File: src/rtl/axis_fifo_pkt_if.sv
// AXI-stream handshake bundle for axis_fifo_pkt.
// master drives the beat, slave returns tready.
interface axis_fifo_pkt_if #(
    parameter int unsigned DATA_WIDTH = 256
) ();
    logic                  tvalid;
    logic                  tready;
    logic [DATA_WIDTH-1:0] tdata;
    logic                  tlast;
    logic                  tuser;

    modport master (
        output tvalid,
        output tdata,
        output tlast,
        output tuser,
        input  tready
    );

    modport slave (
        input  tvalid,
        input  tdata,
        input  tlast,
        input  tuser,
        output tready
    );
endinterface

File: src/rtl/axis_fifo_pkt.sv
// Synchronous AXI-stream FIFO on inferred RAM with occupancy flags.
// PACKET_MODE=1 releases only whole packets and drops bad or overflowing ones.
module axis_fifo_pkt #(
    parameter int unsigned DATA_WIDTH   = 256,
    parameter int unsigned FIFO_DEPTH   = 16,
    parameter int unsigned PACKET_MODE  = 0,
    parameter int unsigned ALMOST_FULL  = 14,
    parameter int unsigned ALMOST_EMPTY = 2
) (
    input  logic                            clk,
    input  logic                            rst_n,
    axis_fifo_pkt_if.slave                  s_axis,
    axis_fifo_pkt_if.master                 m_axis,
    output logic [$clog2(FIFO_DEPTH):0]     count,
    output logic                            almost_full,
    output logic                            almost_empty,
    output logic                            drop
);
    localparam int unsigned AW = $clog2(FIFO_DEPTH);

    localparam logic [AW:0] PTR_ONE  = (AW+1)'(1);
    localparam logic [AW:0] DEPTH_LV = (AW+1)'(FIFO_DEPTH);
    localparam logic [AW:0] AF_LV    = (AW+1)'(ALMOST_FULL);
    localparam logic [AW:0] AE_LV    = (AW+1)'(ALMOST_EMPTY);

    typedef enum logic {
        ST_ACCEPT,
        ST_DROP
    } state_t;

    state_t state, state_nxt;

    logic [AW:0] wr_ptr, wr_ptr_nxt;
    logic [AW:0] wr_cmt, wr_cmt_nxt;
    logic [AW:0] rd_ptr;

    logic [DATA_WIDTH:0] mem [FIFO_DEPTH];

    logic full;
    logic empty;
    logic s_ready;
    logic wr_acc;
    logic rd_en;
    logic mem_we;
    logic drop_evt;

    // Occupancy counts the uncommitted tail; visibility is bounded by wr_cmt.
    assign count        = wr_ptr - rd_ptr;
    assign full         = (count == DEPTH_LV);
    assign empty        = (rd_ptr == wr_cmt);
    assign almost_full  = (count >= AF_LV);
    assign almost_empty = (count <= AE_LV);

    assign m_axis.tvalid = ~empty;
    assign m_axis.tuser  = 1'b0;
    assign {m_axis.tlast, m_axis.tdata} = mem[rd_ptr[AW-1:0]];
    assign rd_en = m_axis.tvalid & m_axis.tready;

    assign s_axis.tready = s_ready;
    assign drop          = drop_evt;

    always_comb begin
        state_nxt  = state;
        wr_ptr_nxt = wr_ptr;
        wr_cmt_nxt = wr_cmt;
        s_ready    = rst_n & ~full;
        mem_we     = 1'b0;
        drop_evt   = 1'b0;
        wr_acc     = s_axis.tvalid & s_ready;

        if (PACKET_MODE == 0) begin
            mem_we = wr_acc;
            if (wr_acc) begin
                wr_ptr_nxt = wr_ptr + PTR_ONE;
            end
            wr_cmt_nxt = wr_ptr_nxt;
        end else begin
            unique case (state)
                ST_ACCEPT: begin
                    if (wr_acc) begin
                        if (s_axis.tlast && s_axis.tuser) begin
                            wr_ptr_nxt = wr_cmt;
                            drop_evt   = 1'b1;
                        end else begin
                            mem_we     = 1'b1;
                            wr_ptr_nxt = wr_ptr + PTR_ONE;
                            if (s_axis.tlast) begin
                                wr_cmt_nxt = wr_ptr + PTR_ONE;
                            end
                        end
                    end else if (full && s_axis.tvalid && (wr_ptr != wr_cmt)) begin
                        // Packet cannot fit: rewind and swallow the rest of it.
                        wr_ptr_nxt = wr_cmt;
                        drop_evt   = 1'b1;
                        state_nxt  = ST_DROP;
                    end
                end
                ST_DROP: begin
                    s_ready = rst_n;
                    if (s_axis.tvalid && s_axis.tlast) begin
                        state_nxt = ST_ACCEPT;
                    end
                end
            endcase
        end
    end

    always_ff @(posedge clk or negedge rst_n) begin
        if (!rst_n) begin
            state  <= ST_ACCEPT;
            wr_ptr <= '0;
            wr_cmt <= '0;
            rd_ptr <= '0;
        end else begin
            state  <= state_nxt;
            wr_ptr <= wr_ptr_nxt;
            wr_cmt <= wr_cmt_nxt;
            if (rd_en) begin
                rd_ptr <= rd_ptr + PTR_ONE;
            end
        end
    end

    always_ff @(posedge clk) begin
        if (mem_we) begin
            mem[wr_ptr[AW-1:0]] <= {s_axis.tlast, s_axis.tdata};
        end
    end
endmodule
File: src/flat_wrapper.sv
// flat-port wrapper written by rule: the top's interface ports become plain ports
module axis_fifo_pkt_flat 
#(
    parameter int unsigned DATA_WIDTH   = 256,
    parameter int unsigned FIFO_DEPTH   = 16,
    parameter int unsigned PACKET_MODE  = 0,
    parameter int unsigned ALMOST_FULL  = 14,
    parameter int unsigned ALMOST_EMPTY = 2
)
  (clk, rst_n, count, almost_full, almost_empty, drop, s_axis_tvalid, s_axis_tdata, s_axis_tlast, s_axis_tuser, s_axis_tready, m_axis_tvalid, m_axis_tdata, m_axis_tlast, m_axis_tuser, m_axis_tready);
  axis_fifo_pkt_if #(.DATA_WIDTH(DATA_WIDTH)) s_axis_i ();
  axis_fifo_pkt_if #(.DATA_WIDTH(DATA_WIDTH)) m_axis_i ();
  input  logic clk;
  input  logic rst_n;
  output logic [$clog2(FIFO_DEPTH):0] count;
  output logic almost_full;
  output logic almost_empty;
  output logic drop;
  input wire logic [$bits(s_axis_i.tvalid)-1:0] s_axis_tvalid;
  input wire logic [$bits(s_axis_i.tdata)-1:0] s_axis_tdata;
  input wire logic [$bits(s_axis_i.tlast)-1:0] s_axis_tlast;
  input wire logic [$bits(s_axis_i.tuser)-1:0] s_axis_tuser;
  output wire logic [$bits(s_axis_i.tready)-1:0] s_axis_tready;
  output wire logic [$bits(m_axis_i.tvalid)-1:0] m_axis_tvalid;
  output wire logic [$bits(m_axis_i.tdata)-1:0] m_axis_tdata;
  output wire logic [$bits(m_axis_i.tlast)-1:0] m_axis_tlast;
  output wire logic [$bits(m_axis_i.tuser)-1:0] m_axis_tuser;
  input wire logic [$bits(m_axis_i.tready)-1:0] m_axis_tready;
  assign s_axis_i.tvalid = s_axis_tvalid;
  assign s_axis_i.tdata = s_axis_tdata;
  assign s_axis_i.tlast = s_axis_tlast;
  assign s_axis_i.tuser = s_axis_tuser;
  assign s_axis_tready = s_axis_i.tready;
  assign m_axis_tvalid = m_axis_i.tvalid;
  assign m_axis_tdata = m_axis_i.tdata;
  assign m_axis_tlast = m_axis_i.tlast;
  assign m_axis_tuser = m_axis_i.tuser;
  assign m_axis_i.tready = m_axis_tready;
  axis_fifo_pkt #(.DATA_WIDTH(DATA_WIDTH), .FIFO_DEPTH(FIFO_DEPTH), .PACKET_MODE(PACKET_MODE), .ALMOST_FULL(ALMOST_FULL), .ALMOST_EMPTY(ALMOST_EMPTY)) u_core (.clk(clk), .rst_n(rst_n), .s_axis(s_axis_i), .m_axis(m_axis_i), .count(count), .almost_full(almost_full), .almost_empty(almost_empty), .drop(drop));
endmodule
File: config.mk
export PLATFORM = sky130hd
export DESIGN_NAME = axis_fifo_pkt_flat
export DESIGN_NICKNAME = d
export VERILOG_FILES = /design/src/rtl/axis_fifo_pkt_if.sv /design/src/rtl/axis_fifo_pkt.sv /design/src/flat_wrapper.sv
export SDC_FILE = /design/constraint.sdc
export NUM_CORES = 2
export LEC_CHECK = 0
export ABC_AREA = 1
export CORE_MARGIN = 2
export CORE_UTILIZATION = 40
export CTS_BUF_LIST = sky130_fd_sc_hd__clkbuf_4 sky130_fd_sc_hd__clkbuf_8 sky130_fd_sc_hd__clkbuf_16
export CTS_CLUSTER_DIAMETER = 100
export CTS_CLUSTER_SIZE = 25
export DETAILED_ROUTE_END_ITERATION = 8
export SYNTH_ARGS = -nofsm -noshare
export SYNTH_HDL_FRONTEND = slang
export SYNTH_MEMORY_MAX_BITS = 65536
export SYNTH_SLANG_ARGS = --single-unit
File: constraint.sdc
create_clock -name clk -period 29.1 [get_ports clk]
set_input_delay 4.365 -clock clk [delete_from_list [all_inputs] [get_ports clk]]
set_output_delay 4.365 -clock clk [all_outputs]
set_load 0.05 [all_outputs]
==> reports/metrics.cfg <==
[critical_path]
worst-r2r-setup-slack_ps=20870
ff2ff_path_depth=14
cp.required_ps=24730
start_kind=flip-flop
regToRegStartpoint=u_core.rd_ptr[1]
worstSetupPathType=flip-flop to output port
cp-end-kind=output port
critical_path_arrival_ps=8020
crit_fanout=213
r2r-end=u_core.mem[12][108]

[job]
cap_violations=0

[run_status]
outcome=completed

[placement]
globalplace.congestion=0.741
io_buffers=526
dp.cells=16715
placed_cell_area_um2=169000
dpl.hpwl_um=208000

[drt]
drc=0
top_layer_used=met5
dr_wl_met3_um=24900
met1_length_um=180000
via_per_inst=5.63
ant_nets=0
drt_pass1_iterations=6
drt-total-wl_um=423000
drt_iter0_markers=9631
vias=95466
dr_wl_met2_um=208000
avgRoutedWirePerCell_um=24.9

[min_path]
hold_end=u_core.wr_cmt[4]
worstHoldStart=u_core.wr_cmt[4]
hp-class=flip-flop to flip-flop
hold_depth=2

[logic_synthesis]
synth_edf_count=4112
netlist_instances=11592
ys_ff_latch=4122
netlist_area_um2=159000
ys_warn_count=0
syn_area_per_cell_um2=13.7
synth_area_leader_cell=edfxtp_1
synth.area.top_cells=edfxtp_1 78%, o21ai_0 5.9%, nor2_1 5.7%, o22ai_1 2.0%, o211ai_1 1.6%
async_reset_ff_share_pct=0.243
yosysSeqAreaShare_pct=77.8
ys.flop_type=edfxtp_1
synth_common_cells=4112 x edfxtp_1, 2422 x nor2_1, 1888 x o21ai_0
synth_top_area_share_pct=77.6
ys_types=30
synth_most_common_cell=edfxtp_1

[global_routing]
grt_max_degree=251
grt_overflow=0
grt_pass1_wl_um=612000
grtUsageTotal_pct=20.3
antenna_found_initial=75
grt_pass1_vias=89927

[die]
fp.coreArea_um2=396000
pin_count=530
die_area_um2=403000
start_util_pct=40.2
dieHeight_um=635
dieWidth_um=635
rows=231

[timing]
clock_skew_ps=37.5
tns_ps=0
hold_ws_ps=517
finalHoldViolations=0
fmax_mhz=80.8
setup_viol=0
slew_headroom_pct=17.6
worstMarginPinSlew_ps=1240
drv_slew=0
period_needed_ps=12380
timing.final.crit_share_pct=42.5
rsz0062_at_grt=false

[power]
p_int_mw=10.1
p_leak_nw=53.2
p_seq_share_pct=39.7
p_switching_mw=7.37
p_per_area_nw_per_um2=99.9
totalPowerFinal_mw=17.4
power_frac_clock_pct=17.5
pwr-share-comb_pct=42.8
ir_worst_vdd_mv=0.106
swShare_pct=42.3

[clock_network]
cts_made_buffers=190
cts_hold_buf=0
cts.path.max_buffers=4
cts_setup_buffers=0
htreeDepth=4
clkTransAtPathRegs_ps=90
root_buffer=clkbuf_16
cts_sinks=4122
insertion_delay_ps=960
cts_tree=yes
cts_resized=0

[layout]
drive_above_1_share_pct=3.72
stdcell_count=16964
final_area_um2=174000
layout.nets=11937
area_delta_synth_final_pct=9.67

## cell families after synthesis
kind of cell | share of synthesized area [%]
multiplexers | 0.00708
flip-flops | 77.8
XOR/XNOR | 0.0385
AND/OR/NAND/NOR | 8.44
buffers and inverters | 2.34
AO/OA/AOI/OAI | 11.3
adder cells (fa/ha/maj) | 0.0834
other | 0.00236
## registers in the layout (all words and copies together) (netlist names)
register / cells
u_core.mem: 4112
u_core.wr_cmt: 5
u_core.rd_ptr: 5
## layout make-up
type / count / area [µm²]
fill: 35453 / 221000
sequential: 4122 / 124000
multi-input combinational: 6617 / 31800
timing repair buffer: 710 / 6950
tap: 5242 / 6560
clock buffer: 200 / 4830
clock inverter: 24 / 440
inverter: 24 / 128
antenna: 25 / 62.6
## worst max path at each step
stage / from / end / slack [ps] / cells past startpoint
final: u_core.rd_ptr[0] / m_axis_tdata[97] / 16720 / 11
after global routing: u_core.rd_ptr[0] / m_axis_tdata[97] / 16180 / 11
after CTS: u_core.rd_ptr[0] / m_axis_tdata[97] / 16610 / 11
after detailed placement: u_core.rd_ptr[0] / m_axis_tdata[97] / 17660 / 11
after global placement: u_core.rd_ptr[0] / m_axis_tdata[87] / 17700 / 11
after floorplan: rst_n / u_core.mem[10][0] / 12600 / 4
## critical path, stage by stage, from the launching register on
cell and delay, ps:
dfrtp_4 710, inv_8 740, buf_12 750, buf_4 660, buf_4 740, buf_4 700, buf_4 880, o21ai_0 230
o221ai_1 280, nand3_1 110, nand3_1 170, clkdlybuf4s50_1 830
## routing by layer
metal | track usage, % | vias to the layer above
met5 | 0 | -
met1 | 27.6 | 48680
met4 | 4.60 | 42
li1 | - | 43226
met3 | 2.40 | 561
met2 | 34.8 | 2957
## power by group through the flow
stage	combinational (mW)	sequential [mW]	clock, mW
after global routing	8.02	6.94	3.30
after detailed placement	7.50	7.05	0
final	7.46	6.92	3.04
after floorplan	4.93	7.13	0
after global placement	7.48	7.05	0
after CTS	7.52	6.92	3.11
## per-stage QoR
step,utilization [%],setup slack [ps]
floorplan,-,12600
global placement,42.7,17700
detailed placement,42.7,17660
CTS,44.1,16610
global route,44.1,16180
finish,44.1,16720
## cell usage in the layout, fill, tap and decap left out, types with 2 or more instances in the layout
master,count
dfrtp_1,7
o211ai_1,340
inv_8,6
o221ai_1,174
edfxtp_1,4112
ha_1,9
nor2_1,2405
clkinvlp_4,2
clkinv_8,3
dfrtp_4,3
nand3_1,438
nand2_1,558
o21ai_0,1888
o22ai_1,514
clkbuf_4,10
buf_4,160
clkinv_16,6
inv_1,19
buf_12,24
a21oi_1,2
o21ai_1,252
inv_16,6
xor2_1,6
diode_2,25
conb_1,2
clkbuf_16,190
nand4_1,5
clkinv_2,3
nor2_4,17
clkdlybuf4s50_1,526
Power figures use the tool's default switching activity.
